===== src/rtl/avalon_arb_pkg.sv =====
// Shared types and constants for the Avalon-MM master arbiter.
package avalon_arb_pkg;

  typedef enum logic [1:0] {
    IDLE = 2'd0,
    BUSY = 2'd1,
    DONE = 2'd2
  } arb_state_e;

  localparam int DEF_N_MASTERS   = 2;
  localparam int DEF_ADDR_W      = 32;
  localparam int DEF_DATA_W      = 32;
  localparam int DEF_TIMEOUT_CYC = 1024;

  // Read data returned to a master whose slave access was abandoned by the watchdog.
  localparam logic [31:0] TIMEOUT_RDATA = 32'hDEAD_BEEF;

  // Round-robin pointer advance: one past the winner, wrapping at n.
  function automatic int unsigned wrap_inc(input int unsigned idx, input int unsigned n);
    if (idx + 32'd1 >= n) begin
      return 32'd0;
    end else begin
      return idx + 32'd1;
    end
  endfunction

endpackage


===== src/rtl/rr_priority_picker.sv =====
// Combinational round-robin picker: first requester at or after ptr, wrapping.
module rr_priority_picker #(
  parameter int N     = 2,
  parameter int IDX_W = 1
) (
  input  logic [N-1:0]     req,
  input  logic [IDX_W-1:0] ptr,
  output logic [N-1:0]     winner,
  output logic [IDX_W-1:0] winner_idx,
  output logic             found
);

  logic [IDX_W-1:0] cand_s;

  // Scan from ptr upward, keeping only the first hit.
  always_comb begin
    found      = 1'b0;
    winner_idx = '0;
    winner     = '0;
    cand_s     = '0;
    for (int k = 0; k < N; k++) begin
      cand_s = IDX_W'((int'(ptr) + k) % N);
      if (!found && req[cand_s]) begin
        found      = 1'b1;
        winner_idx = cand_s;
      end else begin
        found = found;
      end
    end
    winner[winner_idx] = found;
  end

endmodule


===== src/rtl/avalon_master_arbiter.sv =====
// Round-robin arbiter sharing one Avalon-MM slave between N_MASTERS masters.
// Optional ack watchdog enabled by defining ARB_TIMEOUT_EN.
module avalon_master_arbiter
  import avalon_arb_pkg::*;
#(
  parameter int N_MASTERS   = DEF_N_MASTERS,
  parameter int ADDR_W      = DEF_ADDR_W,
  parameter int DATA_W      = DEF_DATA_W,
  parameter int TIMEOUT_CYC = DEF_TIMEOUT_CYC
) (
  input  logic                          clk,
  input  logic                          nreset,
  input  logic [N_MASTERS-1:0]          m_read,
  input  logic [N_MASTERS-1:0]          m_write,
  input  logic [N_MASTERS*ADDR_W-1:0]   m_address,
  input  logic [N_MASTERS*DATA_W/8-1:0] m_byte_enable,
  input  logic [N_MASTERS*DATA_W-1:0]   m_writedata,
  output logic [N_MASTERS-1:0]          m_ack,
  output logic [DATA_W-1:0]             m_readdata,
  output logic                          s_read,
  output logic                          s_write,
  output logic [ADDR_W-1:0]             s_address,
  output logic [DATA_W/8-1:0]           s_byte_enable,
  output logic [DATA_W-1:0]             s_writedata,
  input  logic                          s_ack,
  input  logic [DATA_W-1:0]             s_readdata,
  output logic [N_MASTERS-1:0]          grant,
  output logic                          timeout_err
);

  localparam int IDX_W = $clog2(N_MASTERS);
  localparam int BE_W  = DATA_W / 8;

  arb_state_e             state_r;
  arb_state_e             state_nxt_s;
  logic [IDX_W-1:0]       ptr_r;
  logic [N_MASTERS-1:0]   req_s;
  logic [N_MASTERS-1:0]   pick_onehot_s;
  logic [IDX_W-1:0]       pick_idx_s;
  logic                   pick_found_s;
  logic                   complete_s;
  logic                   timeout_s;

  assign req_s      = m_read | m_write;
  assign complete_s = (state_r == BUSY) && s_ack;

  rr_priority_picker #(
    .N     (N_MASTERS),
    .IDX_W (IDX_W)
  ) u_picker (
    .req        (req_s),
    .ptr        (ptr_r),
    .winner     (pick_onehot_s),
    .winner_idx (pick_idx_s),
    .found      (pick_found_s)
  );

`ifdef ARB_TIMEOUT_EN
  localparam int CNT_W = $clog2(TIMEOUT_CYC + 1);
  logic [CNT_W-1:0] wd_cnt_r;

  // Watchdog counts BUSY cycles and restarts for every transaction.
  always_ff @(posedge clk or negedge nreset) begin
    if (!nreset) begin
      wd_cnt_r <= '0;
    end else if (state_r == BUSY) begin
      wd_cnt_r <= wd_cnt_r + CNT_W'(1);
    end else begin
      wd_cnt_r <= '0;
    end
  end

  // A slave ack arriving on the expiry cycle takes precedence.
  assign timeout_s = (state_r == BUSY) && !s_ack && (wd_cnt_r == CNT_W'(TIMEOUT_CYC - 1));
`else
  // Constant 0: the watchdog is not built.
  assign timeout_s = (TIMEOUT_CYC < 0);
`endif

  // FSM state register.
  always_ff @(posedge clk or negedge nreset) begin
    if (!nreset) begin
      state_r <= IDLE;
    end else begin
      state_r <= state_nxt_s;
    end
  end

  // Next-state logic; DONE always gives one dead cycle before re-arbitration.
  always_comb begin
    state_nxt_s = state_r;
    case (state_r)
      IDLE: begin
        if (pick_found_s) state_nxt_s = BUSY;
        else              state_nxt_s = IDLE;
      end
      BUSY: begin
        if (complete_s || timeout_s) state_nxt_s = DONE;
        else                         state_nxt_s = BUSY;
      end
      DONE:    state_nxt_s = IDLE;
      default: state_nxt_s = IDLE;
    endcase
  end

  // Registered slave-side request, grant, pointer and master-side completion.
  always_ff @(posedge clk or negedge nreset) begin
    if (!nreset) begin
      ptr_r         <= '0;
      grant         <= '0;
      m_ack         <= '0;
      m_readdata    <= '0;
      s_read        <= 1'b0;
      s_write       <= 1'b0;
      s_address     <= '0;
      s_byte_enable <= '0;
      s_writedata   <= '0;
      timeout_err   <= 1'b0;
    end else begin
      m_ack       <= '0;
      timeout_err <= 1'b0;
      case (state_r)
        IDLE: begin
          if (pick_found_s) begin
            // Write wins when a master raises both strobes.
            s_write       <= m_write[pick_idx_s];
            s_read        <= ~m_write[pick_idx_s];
            s_address     <= m_address[int'(pick_idx_s)*ADDR_W +: ADDR_W];
            s_byte_enable <= m_byte_enable[int'(pick_idx_s)*BE_W +: BE_W];
            s_writedata   <= m_writedata[int'(pick_idx_s)*DATA_W +: DATA_W];
            grant         <= pick_onehot_s;
            ptr_r         <= IDX_W'(wrap_inc(32'(pick_idx_s), N_MASTERS));
          end else begin
            grant <= '0;
          end
        end
        BUSY: begin
          if (complete_s || timeout_s) begin
            m_ack       <= grant;
            m_readdata  <= complete_s ? s_readdata : DATA_W'(TIMEOUT_RDATA);
            timeout_err <= timeout_s;
            s_read      <= 1'b0;
            s_write     <= 1'b0;
            grant       <= '0;
          end else begin
            grant <= grant;
          end
        end
        DONE: begin
          grant <= '0;
        end
        default: begin
          grant   <= '0;
          s_read  <= 1'b0;
          s_write <= 1'b0;
        end
      endcase
    end
  end

endmodule

===== config.mk =====
export PLATFORM = sky130hd
export DESIGN_NAME = avalon_master_arbiter
export DESIGN_NICKNAME = d
export VERILOG_FILES = /design/src/rtl/avalon_arb_pkg.sv /design/src/rtl/rr_priority_picker.sv /design/src/rtl/avalon_master_arbiter.sv
export SDC_FILE = /design/constraint.sdc
export NUM_CORES = 1
export LEC_CHECK = 0
export BUFFER_PORTS_ARGS = -buffer_cell sky130_fd_sc_hd__buf_2
export CORE_AREA = 2 2 108 110
export CTS_CLUSTER_DIAMETER = 100
export DETAILED_ROUTE_END_ITERATION = 16
export DIE_AREA = 0 0 110 112
export GPL_TIMING_DRIVEN = 0
export HOLD_SLACK_MARGIN = 0.1
export PLACE_DENSITY = 0.84
export SETUP_SLACK_MARGIN = 0.1
export SYNTH_ARGS = -nofsm -noshare
export SYNTH_HDL_FRONTEND = slang
export SYNTH_HIERARCHICAL = 1
export SYNTH_SLANG_ARGS = --single-unit
export TNS_END_PERCENT = 10

===== constraint.sdc =====
create_clock -name clk -period 2.4 [get_ports clk]
set_input_delay 0.24 -clock clk [delete_from_list [all_inputs] [get_ports clk]]
set_output_delay 0.24 -clock clk [all_outputs]
set_load 0.05 [all_outputs]

# Word-level counts from Yosys, hierarchy flattened
# Index checks and enable logic that the tools add are counted.
# op_classes
bitwise_logic,4
n_mux,26
reduce_logical,8
shift,3
n_eq_ne,4
magnitude_cmp,5
add_sub_neg,2
# op_table
cell,count
64-bit by 7-bit variable part select with 32-bit output,2
1-bit 2-to-1 mux,16
2-bit 2-to-1 mux,5
2-bit one-hot mux with 2 select lines,2
8-bit by 4-bit variable part select with 4-bit output,1
1-bit by 2-bit < comparator with 1-bit output (second input constant),3
1-bit one-hot mux with 3 select lines,2
2-bit != test (second input constant),2
2-bit AND reduction,2
1-bit logical AND,3
3-bit AND reduction,1
1-bit by 1-bit adder with 2-bit output (second input constant),1
2-bit bitwise AND,1
2-bit by 1-bit equality test with 1-bit output (second input constant),1
2-bit equality test (second input constant),1
2-bit greater-or-equal comparator (second input constant),1
2-bit zero test,1
1-bit NOT,2
2-bit bitwise OR,1
1-bit adder (second input constant),1
1-bit demux with 1-bit select,1
1-bit greater-or-equal comparator (second input constant),1
1-bit zero test,1
# word_totals
output_inout_bits,107
regBits,109
wordCells,62
input_bits,175

# Depth between registers and ports, before layout
# depth
depth_word,14
depth_mapped,7
mapped_depth_nobuf,5

# By module
# The synthesis kept the hierarchy.
# modules_own_cells
module,seq_area_each_um2,area_per_inst_um2,cells_each,n_inst
avalon_master_arbiter,2727.6,4822.1,399,1
rr_priority_picker,0.0,32.5,5,1

# Worst setup path after synthesis
# Ideal clock, no wire load.
# synth_timing
path_type,input-to-reg
start,input port m_write[0]
end,register s_address[10]
setup_ns,0.126
slack_ns,0.769
n_path_buf,3
arrival_ns,1.505
t_required_ns,2.274
stages,7
path_cell_list,or2_2 -> a21boi_0 -> buf_2 -> buf_4 -> buf_4 -> mux2i_1 -> a21oi_1
# synth_between
elab_chain_len,8
elab_cells_between_ends,13
cone_classes,1 x shift; 8 x mux; 1 x bitwise; 3 x reduce/logical
# synth_rtl
item,line_no,rtl
start: declaration,avalon_master_arbiter.sv:14,"input logic [N_MASTERS-1:0] m_write,"
2-bit bitwise OR *,avalon_master_arbiter.sv:44,assign req_s = m_read | m_write;
1-bit 2-to-1 mux (implied by the code) (2 in a row),rr_priority_picker.sv:23,if (!found && req[cand_s]) begin
1-bit 2-to-1 mux,rr_priority_picker.sv:23,
1-bit zero test,rr_priority_picker.sv:23,
1-bit logical AND,rr_priority_picker.sv:23,
1-bit 2-to-1 mux *,rr_priority_picker.sv:23,
named net pick_idx_s,avalon_master_arbiter.sv:39,logic [IDX_W-1:0] pick_idx_s;
64-bit by 7-bit variable part select with 32-bit output *,avalon_master_arbiter.sv:128,s_address <= m_address[int'(pick_idx_s)*ADDR_W +: ADDR_W];
end signal: assignment,avalon_master_arbiter.sv:128,
end: declaration,avalon_master_arbiter.sv:22,"output logic [ADDR_W-1:0] s_address,"
# The timed path passes the listed nets; every way through them passes the cells marked *. The select of a mux whose other input is x is not followed.
# A chain may end at the register's enable or synchronous reset.

# Final worst setup path
# layout_timing
start,register ptr_r
end,register s_address[17]
# layout_between
elab_chain_len,7
elab_cells_between_ends,13
cone_classes,1 x add/sub; 1 x shift; 8 x mux; 3 x reduce/logical
# layout_rtl
item,line_no,rtl
start: declaration,avalon_master_arbiter.sv:36,logic [IDX_W-1:0] ptr_r;
start signal: assignment,avalon_master_arbiter.sv:132,"ptr_r <= IDX_W'(wrap_inc(32'(pick_idx_s), N_MASTERS));"
1-bit 2-to-1 mux (implied by the code) (2 in a row),rr_priority_picker.sv:23,
1-bit 2-to-1 mux,rr_priority_picker.sv:23,
1-bit zero test,rr_priority_picker.sv:23,
1-bit logical AND,rr_priority_picker.sv:23,
1-bit 2-to-1 mux *,rr_priority_picker.sv:23,
named net pick_idx_s,avalon_master_arbiter.sv:39,
64-bit by 7-bit variable part select with 32-bit output *,avalon_master_arbiter.sv:128,
# Marks and branches as above.

==> results.toml <==
[run_status]
status = "completed"

[sta]
min_period_over_period_pct = 74.0
tightest_slew_ns = 0.705
final-setup-viol-count = 0
fin_hold_ws_ns = 0.126
setup_ws_ns = 0.624
slew_viol_final = 0
finalHoldViolCount = 0
fmax_mhz = 563
fin_skew_ns = 0.0147
maxSlewHeadroom_pct = 53.0
period_needed_ns = 1.78
rsz0062_at_grt = "false"

[critical_path]
cp-start-kind = "flop"
arrival_ns = 1.99
critPathRequiredTime_ns = 2.61
r2r_setup_slack_ns = 0.62
critical_path_class = "reg2reg"
cp_max_fo = 10
worstSetupEndpointType = "flop"

[synthesis]
synth_xor_xnor_area_share_pct = 0
yosys.area_share.simple_pct = 7.04
synth-seq-cells = 109
synth_cells = 404
synth_nets = 579
seq_area_frac_synth_pct = 56.2
synth_fa_ha_area_share_pct = 0
synth_top_family_by_area = "multiplexers"
yosys_warnings = 6
synth_compound_gate_area_share_pct = 8.53
avgSynthCellArea_um2 = 12.0
synth_cell_type_count = 27
synth_area_mm2 = 0.00485
synth.mux.area_fraction_pct = 23.9

[global_route]
grt_max_degree = 57
grt_first_pass_wirelength_um = 20200
grt_use_total_pct = 21.0
grt_pass1_vias = 4314
antenna_found_initial = 0
grt_overflow_total = 0

[finish]
final_common_cell = "buf_2"
syn2layout_area_growth_pct = 39.7
drive_above_1_share_pct = 51.3
fin_nets = 872
fin_cells = 845
antenna_cells = 0
fillers = 929
mostFrequentLayoutCells = "buf_2, dfrtp_1, nor2_1, mux2i_1, a21oi_1"
utilization_pct = 60.7

[placed_design]
dpl.hpwl_um = 10500
dp_cells = 828
io_buffers = 280
gp_congestion = 0.810
dpl_worst_slack_ns = 0.309

[pwr]
p_leak_nw = 3.53
irDropWorstVdd_v = 0.000983
power.total_mw = 11.6
power_density_mw_per_mm2 = 1710

[floorplan]
rows = 39
initial_core_util_pct = 43.4
die_h_um = 112
core_mm2 = 0.0112
die_area_mm2 = 0.0123
die_x_um = 110
ios = 282

[drt]
wl_per_cell_um = 15.6
drt-initial-drc-count = 163
drtPass1Iterations = 6
via_count = 4162
drc = 0
avgViaCountPerCell = 4.93
antenna_left = 0
routed_wl_um = 13200

[clocking]
cts_buffer_depth = 2
clock_latency_ns = 0.34
numCtsBuffers = 9
root_buffer = "clkbuf_16"
clkSinkCount = 109
clk_pin_slew_ns = 0.08
post_cts_resized = 0
cts_tree = "done"
cts_max_level = 3

[hold_path]
hold_path_class = "in2reg"

[job]
maxCapViolations = 0
## stage by stage
stage | TNS [ns] | cell area [µm²]
3_5_place_dp | 0 | 6460
4_1_cts | 0 | 6780
6_report | 0 | 6780
5_1_grt | 0 | 6780
3_3_place_gp | -2.36 | 6430
2_1_floorplan | 0 | 4850
## timing repair
item / CTS / global route
setup buffers: 0 / 0
hold endpoints to repair: 53 / 0
hold buffers: 1 / 0
## synthesized netlist by cell type (all sizes together)
cell	instances	area, µm²
nand2	1	3.75
o2bb2ai	2	17.5
conb	1	3.75
a21boi	3	22.5
and3	1	6.26
buf	28	194
or2	3	18.8
nor3b	1	7.51
and2	2	12.5
a22o	1	8.76
nand3b	1	7.51
nand2b	1	6.26
dfrtp	109	2730
mux2i	70	701
nor2b	2	12.5
inv	3	11.3
a22oi	2	15.0
nor2	71	267
mux2	32	462
a21oi	70	350
## critical path, cell delays in order (launching register included)
cell and delay, ns:
dfrtp_1 0.36, inv_1 0.06, a21boi_0 0.14, buf_2 0.25
buf_4 0.26, buf_4 0.25, mux2i_1 0.24, a21oi_1 0.09
## kinds of logic (layout without fill, tap and decap cells)
| kind of cell | Yosys count | count (layout) |
|---|---|---|
| multiplexers | 102 | 102 |
| flip-flops | 109 | 109 |
| other | 1 | 1 |
| AO/OA/AOI/OAI | 78 | 78 |
| AND/OR/NAND/NOR | 83 | 83 |
| buffers and inverters | 31 | 329 |
## where the power goes
part | switching, mW | internal, mW | total (mW) | leakage, nW
Sequential | 0.481 | 2.75 | 3.23 | 1.24
Clock | 0.680 | 0.827 | 1.51 | 0.149
Combinational | 4.93 | 1.93 | 6.85 | 2.14
Total | 6.09 | 5.50 | 11.6 | 3.53
## state kept, by name, summed over array words and instances, names as in the netlist
signal and cells:
grant 2, m_ack 2, m_readdata 32, ptr_r 1, s_address 32, s_byte_enable 4
s_read 1, s_write 1, s_writedata 32, state_r 2
## per-layer routing
layer  vias up  GRT usage, %  routed length [µm]
li1       1971             -                   -
met3        18          4.92                 966
met5         -             0                   0
met2       182          39.4                7010
met1      1991          23.1                5000
met4         0          5.57                 238
## path summary, 6_finish.rpt
path                                      end  cells past startpoint           from
worst max-delay path            s_address[17]                      7          ptr_r
worst min-delay path            m_readdata[0]                      2  s_readdata[0]
worst max register to register  s_address[17]                      7          ptr_r
worst min register to register  m_readdata[7]                      1  m_readdata[7]
max in group asynchronous       s_address[21]                      3         nreset
min in group asynchronous       s_address[31]                      2         nreset
## final cells by class
class	count	area (µm²)	share of cell area (%)
multi-input combinational	264	1920	28.3
clock buffer	9	225	3.32
tap	143	179	2.64
sequential	109	2730	40.2
clock inverter	7	80.1	1.18
timing repair buffer	282	1440	21.3
buffer	28	194	2.86
inverter	3	11.3	0.166
(Power assumes the default switching activity.)
